--- src/rtl/apb_protocol_monitor.sv ---
// Passive APB checker: phase tracking, wait-state limit, stability
// and PSEL encoding checks with sticky flags and saturating statistics.
module apb_protocol_monitor #(
  parameter int ADDR_W   = 16,
  parameter int DATA_W   = 32,
  parameter int NUM_SEL  = 4,
  parameter int MAX_WAIT = 5,
  parameter int CNT_W    = 16
) (
  input  logic               pclk,
  input  logic               preset,
  input  logic [NUM_SEL-1:0] psel,
  input  logic               penable,
  input  logic               pwrite,
  input  logic [ADDR_W-1:0]  paddr,
  input  logic [DATA_W-1:0]  pwdata,
  input  logic               pready,
  input  logic               clr,
  output logic [4:0]         err_sticky,
  output logic [4:0]         err_pulse,
  output logic [7:0]         wait_cnt,
  output logic [7:0]         max_wait_seen,
  output logic [CNT_W-1:0]   xfer_cnt,
  output logic [CNT_W-1:0]   wr_cnt,
  output logic [CNT_W-1:0]   err_cnt
);

  typedef enum logic [1:0] {
    IDLE,
    SETUP,
    ACCESS
  } state_t;

  state_t state, state_nx;

  logic [NUM_SEL-1:0] cap_sel;
  logic [ADDR_W-1:0]  cap_addr;
  logic [DATA_W-1:0]  cap_data;
  logic               cap_wr;
  logic               timed_out, timed_out_nx;
  logic [7:0]         wait_nx;
  logic [4:0]         err;
  logic               multi, hold;
  logic               idle_eval, capture, complete;

  assign multi = $countones(psel) > 1;

  assign hold = |psel && penable
             && psel == cap_sel
             && paddr == cap_addr
             && pwdata == cap_data
             && pwrite == cap_wr;

  always_comb begin
    state_nx     = state;
    wait_nx      = wait_cnt;
    timed_out_nx = timed_out;
    err          = '0;
    err[3]       = multi;
    idle_eval    = 1'b0;
    capture      = 1'b0;
    complete     = 1'b0;
    unique case (state)
      SETUP: begin
        if (hold) begin
          timed_out_nx = (MAX_WAIT == 0) && !pready;
          err[0]       = timed_out_nx;
          wait_nx      = pready ? 8'd0 : 8'd1;
          complete     = pready;
          state_nx     = pready ? IDLE : ACCESS;
        end else begin
          err[4]    = 1'b1;
          idle_eval = 1'b1;
        end
      end
      ACCESS: begin
        if (!hold) begin
          err[2]   = 1'b1;
          state_nx = IDLE;
        end else if (pready) begin
          complete = 1'b1;
          state_nx = IDLE;
        end else begin
          if (wait_cnt != 8'hff)
            wait_nx = wait_cnt + 8'd1;
          // fires when the count would step past the limit, once only
          if (wait_cnt == 8'(MAX_WAIT) && !timed_out) begin
            err[0]       = 1'b1;
            timed_out_nx = 1'b1;
          end
        end
      end
      default: idle_eval = 1'b1;
    endcase
    if (idle_eval) begin
      state_nx = IDLE;
      if (penable) begin
        err[1] = 1'b1;
      end else if (|psel && !multi) begin
        state_nx = SETUP;
        capture  = 1'b1;
      end
    end
  end

  always_ff @(posedge pclk or posedge preset) begin
    if (preset) begin
      state     <= IDLE;
      cap_sel   <= '0;
      cap_addr  <= '0;
      cap_data  <= '0;
      cap_wr    <= 1'b0;
      timed_out <= 1'b0;
      wait_cnt  <= '0;
      err_pulse <= '0;
    end else begin
      state     <= state_nx;
      timed_out <= timed_out_nx;
      wait_cnt  <= wait_nx;
      err_pulse <= err;
      if (capture) begin
        cap_sel  <= psel;
        cap_addr <= paddr;
        cap_data <= pwdata;
        cap_wr   <= pwrite;
      end
    end
  end

  always_ff @(posedge pclk or posedge preset) begin
    if (preset) begin
      err_sticky    <= '0;
      max_wait_seen <= '0;
      xfer_cnt      <= '0;
      wr_cnt        <= '0;
      err_cnt       <= '0;
    end else if (clr) begin
      err_sticky    <= '0;
      max_wait_seen <= '0;
      xfer_cnt      <= '0;
      wr_cnt        <= '0;
      err_cnt       <= '0;
    end else begin
      err_sticky <= err_sticky | err;
      if (|err && err_cnt != '1)
        err_cnt <= err_cnt + 1'b1;
      if (complete) begin
        if (xfer_cnt != '1)
          xfer_cnt <= xfer_cnt + 1'b1;
        if (cap_wr && wr_cnt != '1)
          wr_cnt <= wr_cnt + 1'b1;
        if (wait_nx > max_wait_seen)
          max_wait_seen <= wait_nx;
      end
    end
  end

endmodule
--- config.mk ---
export PLATFORM = sky130hd
export DESIGN_NAME = apb_protocol_monitor
export DESIGN_NICKNAME = d
export VERILOG_FILES = /design/src/rtl/apb_protocol_monitor.sv
export SDC_FILE = /design/constraint.sdc
export NUM_CORES = 1
export LEC_CHECK = 0
export BUFFER_PORTS_ARGS = -buffer_cell sky130_fd_sc_hd__buf_4
export CELL_PAD_IN_SITES_DETAIL_PLACEMENT = 1
export CELL_PAD_IN_SITES_GLOBAL_PLACEMENT = 2
export CORE_MARGIN = 2
export CORE_UTILIZATION = 30
export DETAILED_ROUTE_END_ITERATION = 10
export HOLD_SLACK_MARGIN = 0.15
export PLACE_DENSITY = 0.68
export SLEW_MARGIN = 30
export SYNTH_ARGS = -nofsm -noshare
export SYNTH_HDL_FRONTEND = slang
export SYNTH_SLANG_ARGS = --single-unit
--- constraint.sdc ---
create_clock -name pclk -period 6.17 [get_ports pclk]
set_input_delay 1.5425 -clock pclk [delete_from_list [all_inputs] [get_ports pclk]]
set_output_delay 1.5425 -clock pclk [all_outputs]
set_load 0.01 [all_outputs]
==> impl_metrics.env <==
export IMPL_status="finished clean"
export IMPL_fmax_mhz=196
export IMPL_drc_errors=0
export IMPL_grt_max_degree=87
export IMPL_finalNetCount=886
export IMPL_seq_area_sq_um=3250
export IMPL_diodes=0
export IMPL_start_kind="primary input"
export IMPL_clock_latency_ps=420
export IMPL_antenna_found_initial=0
export IMPL_ioPinCount=132
export IMPL_p_int_mw=1.72
export IMPL_crit_fanout=14
export IMPL_cpPeakStageDelay_ps=510
export IMPL_cts_made_buffers=17
export IMPL_dieArea_sq_um=24600
export IMPL_p_seq_frac=0.424
export IMPL_core_area_sq_um=22800
export IMPL_die_h_microns=157
export IMPL_root_buffer="clkbuf_16"
export IMPL_syn_inst=686
export IMPL_wirelength_mm=20.5
export IMPL_cts_resized=0
export IMPL_synth_most_common_cell="dfrtp_1"
export IMPL_cp_cell_sequence="buf_4 > xnor2_1 > nand4_1 > nor4_1 > nand4_1 > buf_4 > or4_4 > a21oi_2 > o32ai_1 > ha_1 > nor2b_1 > o21a_1 > o21ai_0 > a21oi_1 > o2111a_1 > mux2i_1 > nor2_1"
export IMPL_hold_viol=0
export IMPL_num_rows=55
export IMPL_synth_nets=762
export IMPL_overflow=0
export IMPL_hold_depth=2
export IMPL_end_kind="register"
export IMPL_setup_viol_count_final=0
export IMPL_leakagePower_nw=3.81
export IMPL_maxSlewHeadroom=0.451
export IMPL_ir_worst_vdd_mv=0.158
export IMPL_final_max_slew_violation_count=0
export IMPL_fill_cells=2552
export IMPL_grt_use_met1=0.218
export IMPL_fin_skew_ps=9.87
export IMPL_wire_per_inst_microns=18.0
export IMPL_ys_seq_area_frac=0.464
export IMPL_synthToLayoutAreaGrowth_pct=26.5
export IMPL_crit_slowest_cell="or4_4"
export IMPL_vias=5722
export IMPL_synth_edf_count=0
export IMPL_synth_ff_type="dfrtp_1"
export IMPL_cts_setup_buffers=0
export IMPL_via_per_inst=5.04
export IMPL_yosys_cell_types_count=61
export IMPL_multi_input_area_sq_um=3510
export IMPL_drtAntennaViolNets=0
export IMPL_fin_setup_tns_ps=0
export IMPL_p_sw_frac=0.281
export IMPL_combPwrFrac=0.159
export IMPL_switchingPower_uw=672
export IMPL_p_per_area_nw_per_um2=270
export IMPL_setup_worst_path_class="primary input to register"
export IMPL_cts_hold_buf=0
export IMPL_start_util=0.308
export IMPL_yosys_area_top_type="dfrtp_1"
export IMPL_met2_usage=0.288
export IMPL_max_cap_violations=0
export IMPL_critPathRequiredTime_ps=6440
export IMPL_htreeDepth=4
export IMPL_first_pass_iters=4
export IMPL_synth_top_area_frac=0.464
export IMPL_die_x_microns=157
export IMPL_reg2reg_from="cap_addr[15]"
export IMPL_power_frac_clock=0.417
export IMPL_ys_seq_elements=130
export IMPL_drt_iter0_drc=155
export IMPL_hpwl_mm=15.2
export IMPL_rsz0062_at_grt="no"
export IMPL_synth_area_sq_um=7010
export IMPL_cp_startpoint="paddr[15]"
export IMPL_fin_crit_sh=0.828
export IMPL_period_needed_ps=5110
export IMPL_io_buffers=131
export IMPL_reg2regPathDepth=16
export IMPL_worst_ep_arrival_time_ps=5370
export IMPL_drive_above_1_share=0.286
export IMPL_grt_use_total=0.172
export IMPL_cts_tree="built"
export IMPL_place_congestion=0.803
export IMPL_clk_pin_slew_worst_paths_ps=60
export IMPL_synthTopCellsByArea="dfrtp_1 46%, mux2_2 8.4%, xnor2_1 7.2%, nand4_1 4.2%, ha_1 3.0%"
export IMPL_dpl_cell_area_sq_um=8280
export IMPL_synthTopCellsByCount="130 x dfrtp_1, 58 x xnor2_1, 56 x nor2_1"
export IMPL_design_area_sq_um=8870
export IMPL_cts_sinks=130
export IMPL_yosysWarnings=0
export IMPL_tightest_slew_ps=824
export IMPL_busiest_layer="met2"
export IMPL_finish_utilization=0.389
export IMPL_grt_pass1_vias=6199
export IMPL_grt_pass1_wl_mm=33.1
export IMPL_synthArstFlopShare=1.00
export IMPL_min_delay_start="err_sticky[3]"
export IMPL_cts_path_max_buffers=2
export IMPL_worstHoldPathType="register to register"
export IMPL_syn_area_per_cell_sq_um=10.2
export IMPL_grt_use_met3=0.0559
==> sequential cells by signal, summed over array words and instances, names as in the netlist <==
register       cells
wr_cnt            16
cap_wr             1
cap_sel            4
wait_cnt           8
max_wait_seen      8
err_pulse          5
cap_addr          16
xfer_cnt          16
err_cnt           16
timed_out          1
state              2
err_sticky         5
cap_data          32
==> worst max-delay path, delay by kind of cell <==
kind / cells / cell delay [ps]
buf+inv: 2 / 370
simple gates: 6 / 1570
compound gates: 6 / 1170
xor+xnor: 1 / 250
fa+ha+maj: 1 / 200
mux: 1 / 250
==> power by group through the flow <==
| stage | clock (mW) | combinational [mW] | sequential [mW] |
|---|---|---|---|
| 2_1_floorplan | 0 | 0.268 | 1.02 |
| 3_3_place_gp | 0 | 0.376 | 1.03 |
| 3_5_place_dp | 0 | 0.388 | 1.03 |
| 4_1_cts | 1.03 | 0.390 | 1.02 |
| 5_1_grt | 1.07 | 0.424 | 1.03 |
| 6_report | 0.997 | 0.381 | 1.02 |
==> per-stage QoR <==
stage	total power [mW]	setup slack (ps)	instances	hold WS, ps
floorplan	1.28	1160	686	464
global placement	1.40	784	1104	483
detailed placement	1.42	708	1104	496
CTS	2.43	1120	1136	510
global route	2.52	850	1136	542
finish	2.39	1060	1136	502
==> final timing paths <==
kind / end / slack, ps
max: max_wait_seen[1] / 1060
min: err_sticky[3] / 500
max reg2reg: max_wait_seen[1] / 1900
min reg2reg: err_sticky[3] / 500
max in group asynchronous: err_cnt[0] / 3730
min in group asynchronous: err_pulse[1] / 1280
==> cells by family after synthesis <==
logic type,after synthesis,share of synthesized area
and+or+nand+nor,245,0.188
muxes,58,0.0921
adders and majority gates,18,0.0332
xor gates and xnor gates,71,0.0887
DFF,130,0.464
buffers and inverters,60,0.0362
AOI/OAI and AO/OA,104,0.0978
==> metal layers <==
layer / part of all wire / vias to the layer above
li1: - / 2715
met1: 0.45 / 2898
met2: 0.48 / 99
met3: 0.058 / 10
met4: 0.0065 / 0
met5: 0 / -
==> final cells by class <==
cell class	count	share of cell area
inverter	29	0.0128
tap	313	0.0442
clock buffer	19	0.0511
sequential	130	0.367
clock inverter	13	0.0140
timing repair buffer	136	0.115
multi-input combinational	496	0.396
==> layout by cell type, fill, tap and decap left out, types with 4 or more instances in the layout <==
| cell | Yosys | final |
|---|---|---|
| mux2_2 | 52 | 52 |
| and3_1 | 8 | 8 |
| inv_6 | 0 | 6 |
| or3_1 | 13 | 12 |
| xnor2_1 | 58 | 58 |
| nor2b_1 | 8 | 8 |
| a211oi_1 | 6 | 6 |
| mux2i_1 | 6 | 6 |
| dfrtp_1 | 130 | 130 |
| and4_1 | 4 | 4 |
| clkbuf_16 | 0 | 17 |
| nand2_1 | 36 | 36 |
| nand3_1 | 21 | 21 |
| nand2b_1 | 8 | 8 |
| nand4_1 | 47 | 47 |
| o31a_1 | 4 | 4 |
| inv_1 | 28 | 27 |
| nor3_1 | 9 | 9 |
| or4_1 | 6 | 6 |
| ha_1 | 17 | 17 |
| o31ai_1 | 6 | 6 |
| nor2_1 | 56 | 56 |
| nor4_1 | 13 | 13 |
| and2_1 | 5 | 5 |
| buf_4 | 2 | 136 |
| o21ai_0 | 23 | 23 |
| a21oi_1 | 29 | 29 |
| xor2_1 | 13 | 13 |
No activity file was read; power rests on OpenSTA's default activity.
